File: src/rtl/pu_rd_req_arbiter_pkg.sv
// Shared types and constants for the PU read-request arbiter.
package pu_rd_arb_pkg;

  // Width of the in-flight read counter; it can hold up to 15.
  localparam int OUTSTANDING_W = 4;

  // Arbiter FSM encoding.
  typedef enum logic [1:0] {
    IDLE  = 2'd0,
    GRANT = 2'd1,
    ISSUE = 2'd2
  } arb_state_e;

  // 32-bit increment that holds at all-ones instead of wrapping.
  function automatic logic [31:0] sat_inc32(input logic [31:0] value);
    return (value == 32'hFFFF_FFFF) ? value : (value + 32'd1);
  endfunction

endpackage

File: src/rtl/pu_rd_req_arbiter_if.sv
// Bundle of the PU request side and the downstream read-request channel.
// master: the arbiter; slave: the PUs plus the downstream consumer.
interface pu_rd_req_arbiter_if #(
  parameter int NUM_PU    = 4,
  parameter int D_TYPE_W  = 2,
  parameter int RD_SIZE_W = 20,
  parameter int PU_ID_W   = $clog2(NUM_PU) + 1
);

  logic [NUM_PU-1:0]           pu_rd_req;
  logic [NUM_PU*RD_SIZE_W-1:0] pu_rd_req_size;
  logic [NUM_PU*D_TYPE_W-1:0]  pu_rd_req_d_type;
  logic [NUM_PU-1:0]           pu_rd_ack;
  logic                        rd_req;
  logic                        rd_req_ready;
  logic [RD_SIZE_W-1:0]        rd_req_size;
  logic [PU_ID_W-1:0]          rd_req_pu_id;
  logic [D_TYPE_W-1:0]         rd_req_d_type;
  logic                        rd_done;

  modport master (
    input  pu_rd_req, pu_rd_req_size, pu_rd_req_d_type, rd_req_ready, rd_done,
    output pu_rd_ack, rd_req, rd_req_size, rd_req_pu_id, rd_req_d_type
  );

  modport slave (
    output pu_rd_req, pu_rd_req_size, pu_rd_req_d_type, rd_req_ready, rd_done,
    input  pu_rd_ack, rd_req, rd_req_size, rd_req_pu_id, rd_req_d_type
  );

endinterface

File: src/rtl/pu_rd_req_arbiter_rr_priority_select.sv
// Round-robin priority select: first set request at or after rr_ptr,
// wrapping modulo NUM_PU. Purely combinational.
module rr_priority_select
  import pu_rd_arb_pkg::*;
#(
  parameter int NUM_PU = 4,
  parameter int PTR_W  = 2,
  parameter int IDX_W  = 3
) (
  input  logic [NUM_PU-1:0] req,
  input  logic [PTR_W-1:0]  rr_ptr,
  output logic [NUM_PU-1:0] grant,
  output logic [IDX_W-1:0]  idx,
  output logic              valid
);

  logic [PTR_W-1:0] pos_s;
  logic             hit_s;

  // Walk the request vector starting at rr_ptr and keep the first hit.
  always_comb begin
    grant = '0;
    idx   = '0;
    valid = 1'b0;
    pos_s = '0;
    hit_s = 1'b0;
    for (int k = 0; k < NUM_PU; k++) begin
      pos_s        = PTR_W'((int'(rr_ptr) + k) % NUM_PU);
      hit_s        = !valid && req[pos_s];
      grant[pos_s] = grant[pos_s] | hit_s;
      idx          = hit_s ? IDX_W'(pos_s) : idx;
      valid        = valid | hit_s;
    end
  end

endmodule

File: src/rtl/pu_rd_req_arbiter.sv
// Round-robin arbiter sharing one memory read-request channel between
// NUM_PU processing units, with a credit limit on in-flight reads.
// Optional build macro PU_RD_ARB_STATS_EN adds a saturating backpressure
// counter on stall_cycles; without it stall_cycles is constant zero.
module pu_rd_req_arbiter
  import pu_rd_arb_pkg::*;
#(
  parameter int NUM_PU          = 4,
  parameter int D_TYPE_W        = 2,
  parameter int RD_SIZE_W       = 20,
  parameter int PU_ID_W         = $clog2(NUM_PU) + 1,
  parameter int MAX_OUTSTANDING = 4
) (
  input  logic                     clk,
  input  logic                     reset,
  pu_rd_req_arbiter_if.master      bus,
  output logic [OUTSTANDING_W-1:0] outstanding,
  output logic [31:0]              stall_cycles
);

  // Pointer width; a single PU still gets a 1-bit pointer held at zero.
  localparam int PTR_W = (NUM_PU > 1) ? $clog2(NUM_PU) : 1;

  arb_state_e               state_r;
  logic [PTR_W-1:0]         rr_ptr_r;
  logic [NUM_PU-1:0]        pu_rd_ack_r;
  logic                     rd_req_r;
  logic [RD_SIZE_W-1:0]     rd_req_size_r;
  logic [PU_ID_W-1:0]       rd_req_pu_id_r;
  logic [D_TYPE_W-1:0]      rd_req_d_type_r;
  logic [OUTSTANDING_W-1:0] outstanding_r;

  logic [NUM_PU-1:0]        grant_s;
  logic [PU_ID_W-1:0]       grant_idx_s;
  logic                     grant_valid_s;
  logic [RD_SIZE_W-1:0]     sel_size_s;
  logic [D_TYPE_W-1:0]      sel_d_type_s;
  logic [PTR_W-1:0]         next_ptr_s;
  logic                     eligible_s;
  logic                     credit_inc_s;
  logic                     credit_dec_s;

  rr_priority_select #(
    .NUM_PU (NUM_PU),
    .PTR_W  (PTR_W),
    .IDX_W  (PU_ID_W)
  ) u_rr_sel (
    .req    (bus.pu_rd_req),
    .rr_ptr (rr_ptr_r),
    .grant  (grant_s),
    .idx    (grant_idx_s),
    .valid  (grant_valid_s)
  );

  // Mux the winning PU's size and type out of the packed request buses.
  always_comb begin
    sel_size_s   = '0;
    sel_d_type_s = '0;
    for (int i = 0; i < NUM_PU; i++) begin
      sel_size_s   = sel_size_s
                   | ({RD_SIZE_W{grant_s[i]}} & bus.pu_rd_req_size[i*RD_SIZE_W +: RD_SIZE_W]);
      sel_d_type_s = sel_d_type_s
                   | ({D_TYPE_W{grant_s[i]}} & bus.pu_rd_req_d_type[i*D_TYPE_W +: D_TYPE_W]);
    end
  end

  // Pointer moves just past the winner, wrapping the last PU back to 0.
  always_comb begin
    if (grant_idx_s == PU_ID_W'(NUM_PU - 1)) begin
      next_ptr_s = '0;
    end else begin
      next_ptr_s = PTR_W'(grant_idx_s + PU_ID_W'(1));
    end
  end

  // A grant may start only with a pending request and a free credit
  // judged on the registered count, so the count can never overshoot.
  assign eligible_s   = grant_valid_s
                      && (outstanding_r < OUTSTANDING_W'(MAX_OUTSTANDING));
  assign credit_inc_s = rd_req_r && bus.rd_req_ready;
  assign credit_dec_s = bus.rd_done && (outstanding_r != '0);

  // Arbitration FSM; the winner is captured on the IDLE->GRANT edge so the
  // registered ack is visible during GRANT and rd_req rises one cycle later.
  always_ff @(posedge clk or posedge reset) begin
    if (reset) begin
      state_r         <= IDLE;
      rr_ptr_r        <= '0;
      pu_rd_ack_r     <= '0;
      rd_req_r        <= 1'b0;
      rd_req_size_r   <= '0;
      rd_req_pu_id_r  <= '0;
      rd_req_d_type_r <= '0;
    end else begin
      pu_rd_ack_r <= '0;
      case (state_r)
        IDLE: begin
          if (eligible_s) begin
            pu_rd_ack_r     <= grant_s;
            rd_req_size_r   <= sel_size_s;
            rd_req_d_type_r <= sel_d_type_s;
            rd_req_pu_id_r  <= grant_idx_s;
            rr_ptr_r        <= next_ptr_s;
            state_r         <= GRANT;
          end else begin
            state_r <= IDLE;
          end
        end
        GRANT: begin
          rd_req_r <= 1'b1;
          state_r  <= ISSUE;
        end
        ISSUE: begin
          if (bus.rd_req_ready) begin
            rd_req_r <= 1'b0;
            state_r  <= IDLE;
          end else begin
            state_r <= ISSUE;
          end
        end
        default: begin
          rd_req_r <= 1'b0;
          state_r  <= IDLE;
        end
      endcase
    end
  end

  // Credit counter: +1 per accepted request, -1 per completion, both cancel.
  always_ff @(posedge clk or posedge reset) begin
    if (reset) begin
      outstanding_r <= '0;
    end else begin
      case ({credit_inc_s, credit_dec_s})
        2'b10:   outstanding_r <= outstanding_r + OUTSTANDING_W'(1);
        2'b01:   outstanding_r <= outstanding_r - OUTSTANDING_W'(1);
        default: outstanding_r <= outstanding_r;
      endcase
    end
  end

`ifdef PU_RD_ARB_STATS_EN
  logic [31:0] stall_cycles_r;

  // Count cycles where a request is presented but not accepted.
  always_ff @(posedge clk or posedge reset) begin
    if (reset) begin
      stall_cycles_r <= 32'd0;
    end else if (rd_req_r && !bus.rd_req_ready) begin
      stall_cycles_r <= sat_inc32(stall_cycles_r);
    end else begin
      stall_cycles_r <= stall_cycles_r;
    end
  end

  assign stall_cycles = stall_cycles_r;
`else
  assign stall_cycles = 32'd0;
`endif

  assign bus.pu_rd_ack     = pu_rd_ack_r;
  assign bus.rd_req        = rd_req_r;
  assign bus.rd_req_size   = rd_req_size_r;
  assign bus.rd_req_pu_id  = rd_req_pu_id_r;
  assign bus.rd_req_d_type = rd_req_d_type_r;
  assign outstanding       = outstanding_r;

endmodule

File: src/flat_wrapper.sv
// flat-port wrapper written by rule: the top's interface ports become plain ports
module pu_rd_req_arbiter_flat import pu_rd_arb_pkg::*;
#(
  parameter int NUM_PU          = 4,
  parameter int D_TYPE_W        = 2,
  parameter int RD_SIZE_W       = 20,
  parameter int PU_ID_W         = $clog2(NUM_PU) + 1,
  parameter int MAX_OUTSTANDING = 4
)
  (clk, reset, outstanding, stall_cycles, bus_pu_rd_req, bus_pu_rd_req_size, bus_pu_rd_req_d_type, bus_rd_req_ready, bus_rd_done, bus_pu_rd_ack, bus_rd_req, bus_rd_req_size, bus_rd_req_pu_id, bus_rd_req_d_type);
  pu_rd_req_arbiter_if #(.NUM_PU(NUM_PU), .D_TYPE_W(D_TYPE_W), .RD_SIZE_W(RD_SIZE_W), .PU_ID_W(PU_ID_W)) bus_i ();
  input  logic clk;
  input  logic reset;
  output logic [OUTSTANDING_W-1:0] outstanding;
  output logic [31:0] stall_cycles;
  input wire logic [$bits(bus_i.pu_rd_req)-1:0] bus_pu_rd_req;
  input wire logic [$bits(bus_i.pu_rd_req_size)-1:0] bus_pu_rd_req_size;
  input wire logic [$bits(bus_i.pu_rd_req_d_type)-1:0] bus_pu_rd_req_d_type;
  input wire logic [$bits(bus_i.rd_req_ready)-1:0] bus_rd_req_ready;
  input wire logic [$bits(bus_i.rd_done)-1:0] bus_rd_done;
  output wire logic [$bits(bus_i.pu_rd_ack)-1:0] bus_pu_rd_ack;
  output wire logic [$bits(bus_i.rd_req)-1:0] bus_rd_req;
  output wire logic [$bits(bus_i.rd_req_size)-1:0] bus_rd_req_size;
  output wire logic [$bits(bus_i.rd_req_pu_id)-1:0] bus_rd_req_pu_id;
  output wire logic [$bits(bus_i.rd_req_d_type)-1:0] bus_rd_req_d_type;
  assign bus_i.pu_rd_req = bus_pu_rd_req;
  assign bus_i.pu_rd_req_size = bus_pu_rd_req_size;
  assign bus_i.pu_rd_req_d_type = bus_pu_rd_req_d_type;
  assign bus_i.rd_req_ready = bus_rd_req_ready;
  assign bus_i.rd_done = bus_rd_done;
  assign bus_pu_rd_ack = bus_i.pu_rd_ack;
  assign bus_rd_req = bus_i.rd_req;
  assign bus_rd_req_size = bus_i.rd_req_size;
  assign bus_rd_req_pu_id = bus_i.rd_req_pu_id;
  assign bus_rd_req_d_type = bus_i.rd_req_d_type;
  pu_rd_req_arbiter #(.NUM_PU(NUM_PU), .D_TYPE_W(D_TYPE_W), .RD_SIZE_W(RD_SIZE_W), .PU_ID_W(PU_ID_W), .MAX_OUTSTANDING(MAX_OUTSTANDING)) u_core (.clk(clk), .reset(reset), .bus(bus_i), .outstanding(outstanding), .stall_cycles(stall_cycles));
endmodule
File: config.mk
export PLATFORM = sky130hd
export DESIGN_NAME = pu_rd_req_arbiter_flat
export DESIGN_NICKNAME = d
export VERILOG_FILES = /design/src/rtl/pu_rd_req_arbiter_pkg.sv /design/src/rtl/pu_rd_req_arbiter_if.sv /design/src/rtl/pu_rd_req_arbiter_rr_priority_select.sv /design/src/rtl/pu_rd_req_arbiter.sv /design/src/flat_wrapper.sv
export SDC_FILE = /design/constraint.sdc
export NUM_CORES = 1
export LEC_CHECK = 0
export ABC_CLOCK_PERIOD_IN_PS = 4500
export BUFFER_PORTS_ARGS = -buffer_cell sky130_fd_sc_hd__buf_4
export CAP_MARGIN = 15
export CELL_PAD_IN_SITES_DETAIL_PLACEMENT = 1
export CELL_PAD_IN_SITES_GLOBAL_PLACEMENT = 1
export CORE_UTILIZATION = 34
export CTS_BUF_LIST = sky130_fd_sc_hd__clkbuf_2
export CTS_CLUSTER_DIAMETER = 40
export DETAILED_ROUTE_END_ITERATION = 16
export MAX_ROUTING_LAYER = met4
export PLACE_DENSITY = 0.86
export SLEW_MARGIN = 20
export SYNTH_ARGS = -nofsm -noshare
export SYNTH_HDL_FRONTEND = slang
export SYNTH_SLANG_ARGS = --single-unit
File: constraint.sdc
create_clock -name clk -period 4.5 [get_ports clk]
set_input_delay 1.35 -clock clk [delete_from_list [all_inputs] [get_ports clk]]
set_output_delay 1.35 -clock clk [all_outputs]
set_load 0.01 [all_outputs]
==> metrics.txt <==
final hold vios 0; Diodes inserted 0; RSZ-0062 raised after global routing false; hold_buf cts 0; Starting Density around a third; vias in the first global route approximately 3800; initial antenna violation count 0; Die Width roughly 100 um; sequential share of the synthesized area between 20% and 30%; 1st-iter DRT viols ~180; CP Data Required Time between 4 and 5 ns; status finished clean; DPL Wire Length 9174 um; largest area contributor in the netlist dfrtp_1; largest net degree at the start of global routing 29; capture point of the critical path u_core.bus.rd_req_d_type[0]; Slew @ Worst Pin between 1 and 1.5 ns; total iterations of the first detailed-routing run 4; fin nets 628; clk_lat worst skew around 0.39 ns; via count roughly 3700; clock transition at the registers of the reported paths 0.20 ns; io pins 162; Placed Cells approximately 650; Post-synth EDFFs 0; share of cells above drive strength 1 34.55%; Achievable Freq approximately 0.24 GHz; Die Height between 100 and 150 um; most frequent cell after synthesis o21ai_0; routability cong. approximately 0.95; Pwr per Cell Area roughly 880 nW/um^2; share of the synthesized area in the top cell type a little over a quarter; VDD IR-drop max 389.5 uV; Final min period 4.092 ns; first-pass GRT wire length around 19000 um; routed vias/inst about 5.6; num rows 36; worst min-delay path class reg -> reg; CTS tree done; TritonCTS Buffers 5; gr usage total between 20% and 30%; setup TNS 0 ns; residual DRC count 0; die area 10380 sq um; Leakage Power about 0.002 uW; ranking of synthesized cells by area dfrtp_1 (27%), buf_4 (8.0%), o21ai_0 (6.6%); # setup viols final 0; Max clock buf depth 2; Max-cap violations 0; Yosys reg bits 37; PostCTS Resize Cnt 0; DR WL/cell ~19 um; crit path launch type primary input; crit path max fanout 23; Post-synth ARST share 100.0%; PortBufs 128; setup bufs post-CTS 0; worst clock skew about 0.0075 ns; Post-synth top cells o21ai_0 (45), nor2_1 (41), dfrtp_1 (37); Synth cell types between 50 and 60; slew margin rel. between 20% and 30%; Routed Wire Length 12300 um; Ys Warns 0; clock root buffer clkbuf_2; final cell count without fillers about 650; Setup crit start bus_pu_rd_req[3]; number of cells on the worst reg-to-reg path 12; Area Overhead vs Synth 30.97%; final worst-path cycle share 90.93%; R2R Setup Slk roughly 0.53 ns; most used flip-flop cell after synthesis dfrtp_1; Worst R2R End u_core.bus.rd_req_d_type[0]; Syn Area/Cell approximately 8.6 sq um; Routed Antenna Nets 0; Cells after Synth 395; Final Max Slew Viols 0; area of the mapped netlist between 3000 and 4000 sq um; CP Class in -> reg; H-tree depth 2; core area 9729 sq um; clk sinks 37; CP arrival roughly 4.4 ns; overflow left after global routing 0; CP endpoint kind register; Final Core Density ~46%
[layer usage]
| layer | vias up | wire, um | global-route usage, % |
|---|---|---|---|
| met1 | 1832 | 5243 | 29.09 |
| met2 | 150 | 6155 | 41.48 |
| met4 | 0 | 157 | 6.484 |
| li1 | 1677 | - | - |
| met3 | 14 | 740 | 3.146 |
| met5 | - | 0 | - |
[kinds of logic after synthesis]
group,Yosys count,synth area share (%)
fa+ha+maj,12,4.646
mux,15,6.563
flops,37,27.29
other cells,1,0.1105
buf+inv,70,12.72
xor+xnor,5,1.291
compound gates,181,36.58
simple gates,74,10.80
[sequential cells by signal (all words and copies together), names as in the netlist, named ones only]
register                  flops
u_core.outstanding            4
u_core.state_r                2
u_core.bus.rd_req_d_type      2
u_core.bus.pu_rd_ack          4
u_core.bus.rd_req_pu_id       2
u_core.bus.rd_req_size       20
u_core.bus.rd_req             1
u_core.rr_ptr_r               1
[metrics by stage]
step / power, uW / cell area (sq um) / setup WS, ns / hold WS [ns]
global route: 4195 / 4444 / 0.2813 / 0.5776
floorplan: 2784 / 3513 / 0.8247 / 0.5181
finish: 3911 / 4444 / 0.4082 / 0.5326
CTS: 3843 / 4429 / 0.4165 / 0.5360
global placement: 3566 / 4389 / 0.1334 / 0.4901
detailed placement: 3668 / 4389 / -0.0006026 / 0.4792
[worst max-delay path, stage by stage]
cell,delay [ns]
buf_4,0.14
mux4_2,0.64
nor4b_4,0.40
nor2_1,0.14
o2111ai_1,0.20
nand3_1,0.22
a21oi_2,0.83
a31oi_1,0.22
a41oi_1,0.25
[layout make-up]
| class | count | area [sq um] |
|---|---|---|
| Clock buffer | 6 | 30.03 |
| Timing Repair Buffer | 148 | 1111 |
| Sequential cell | 37 | 925.9 |
| Fill cell | 1202 | 5285 |
| Multi-Input combinational cell | 320 | 2171 |
| Inverter | 8 | 30.03 |
| Tap cell | 133 | 166.4 |
| Clock inverter | 2 | 10.01 |
[worst min path at each step]
stage	endpoint	depth (start not counted)	slack [ns]	from
final	u_core.bus.rd_req_pu_id[1]	1	0.53	u_core.bus.rd_req_pu_id[1]
after global routing	u_core.bus.rd_req_pu_id[1]	1	0.58	u_core.bus.rd_req_pu_id[1]
after CTS	u_core.bus.rd_req_pu_id[1]	1	0.54	u_core.bus.rd_req_pu_id[1]
after detailed placement	u_core.bus.rd_req_pu_id[1]	1	0.48	u_core.bus.rd_req_pu_id[1]
after global placement	u_core.bus.rd_req_pu_id[1]	1	0.49	u_core.bus.rd_req_pu_id[1]
after floorplan	u_core.bus.rd_req_pu_id[1]	1	0.52	u_core.bus.rd_req_pu_id[1]
[report_power, final]
group          switching (uW)  internal (uW)  total [uW]
Sequential                121            504         625
Clock                     118           39.1         157
Combinational            1920           1210        3130
Total                    2150           1760        3910
[cell usage in the layout, fill, tap and decap left out, types with 3 or more instances in the layout]
| master | count |
|---|---|
| buf_4 | 148 |
| mux2_2 | 4 |
| a21o_1 | 27 |
| a41oi_1 | 22 |
| conb_1 | 33 |
| o21ai_1 | 29 |
| nor2b_1 | 8 |
| xnor2_1 | 3 |
| nand3_1 | 5 |
| inv_1 | 6 |
| a21oi_1 | 7 |
| mux2i_1 | 5 |
| a31oi_1 | 24 |
| ha_1 | 11 |
| nor2_1 | 41 |
| a211oi_2 | 4 |
| clkbuf_2 | 6 |
| o21ai_0 | 45 |
| nand2_1 | 6 |
| mux4_2 | 5 |
| dfrtp_1 | 37 |
No activity file was read; power rests on OpenSTA's default activity.
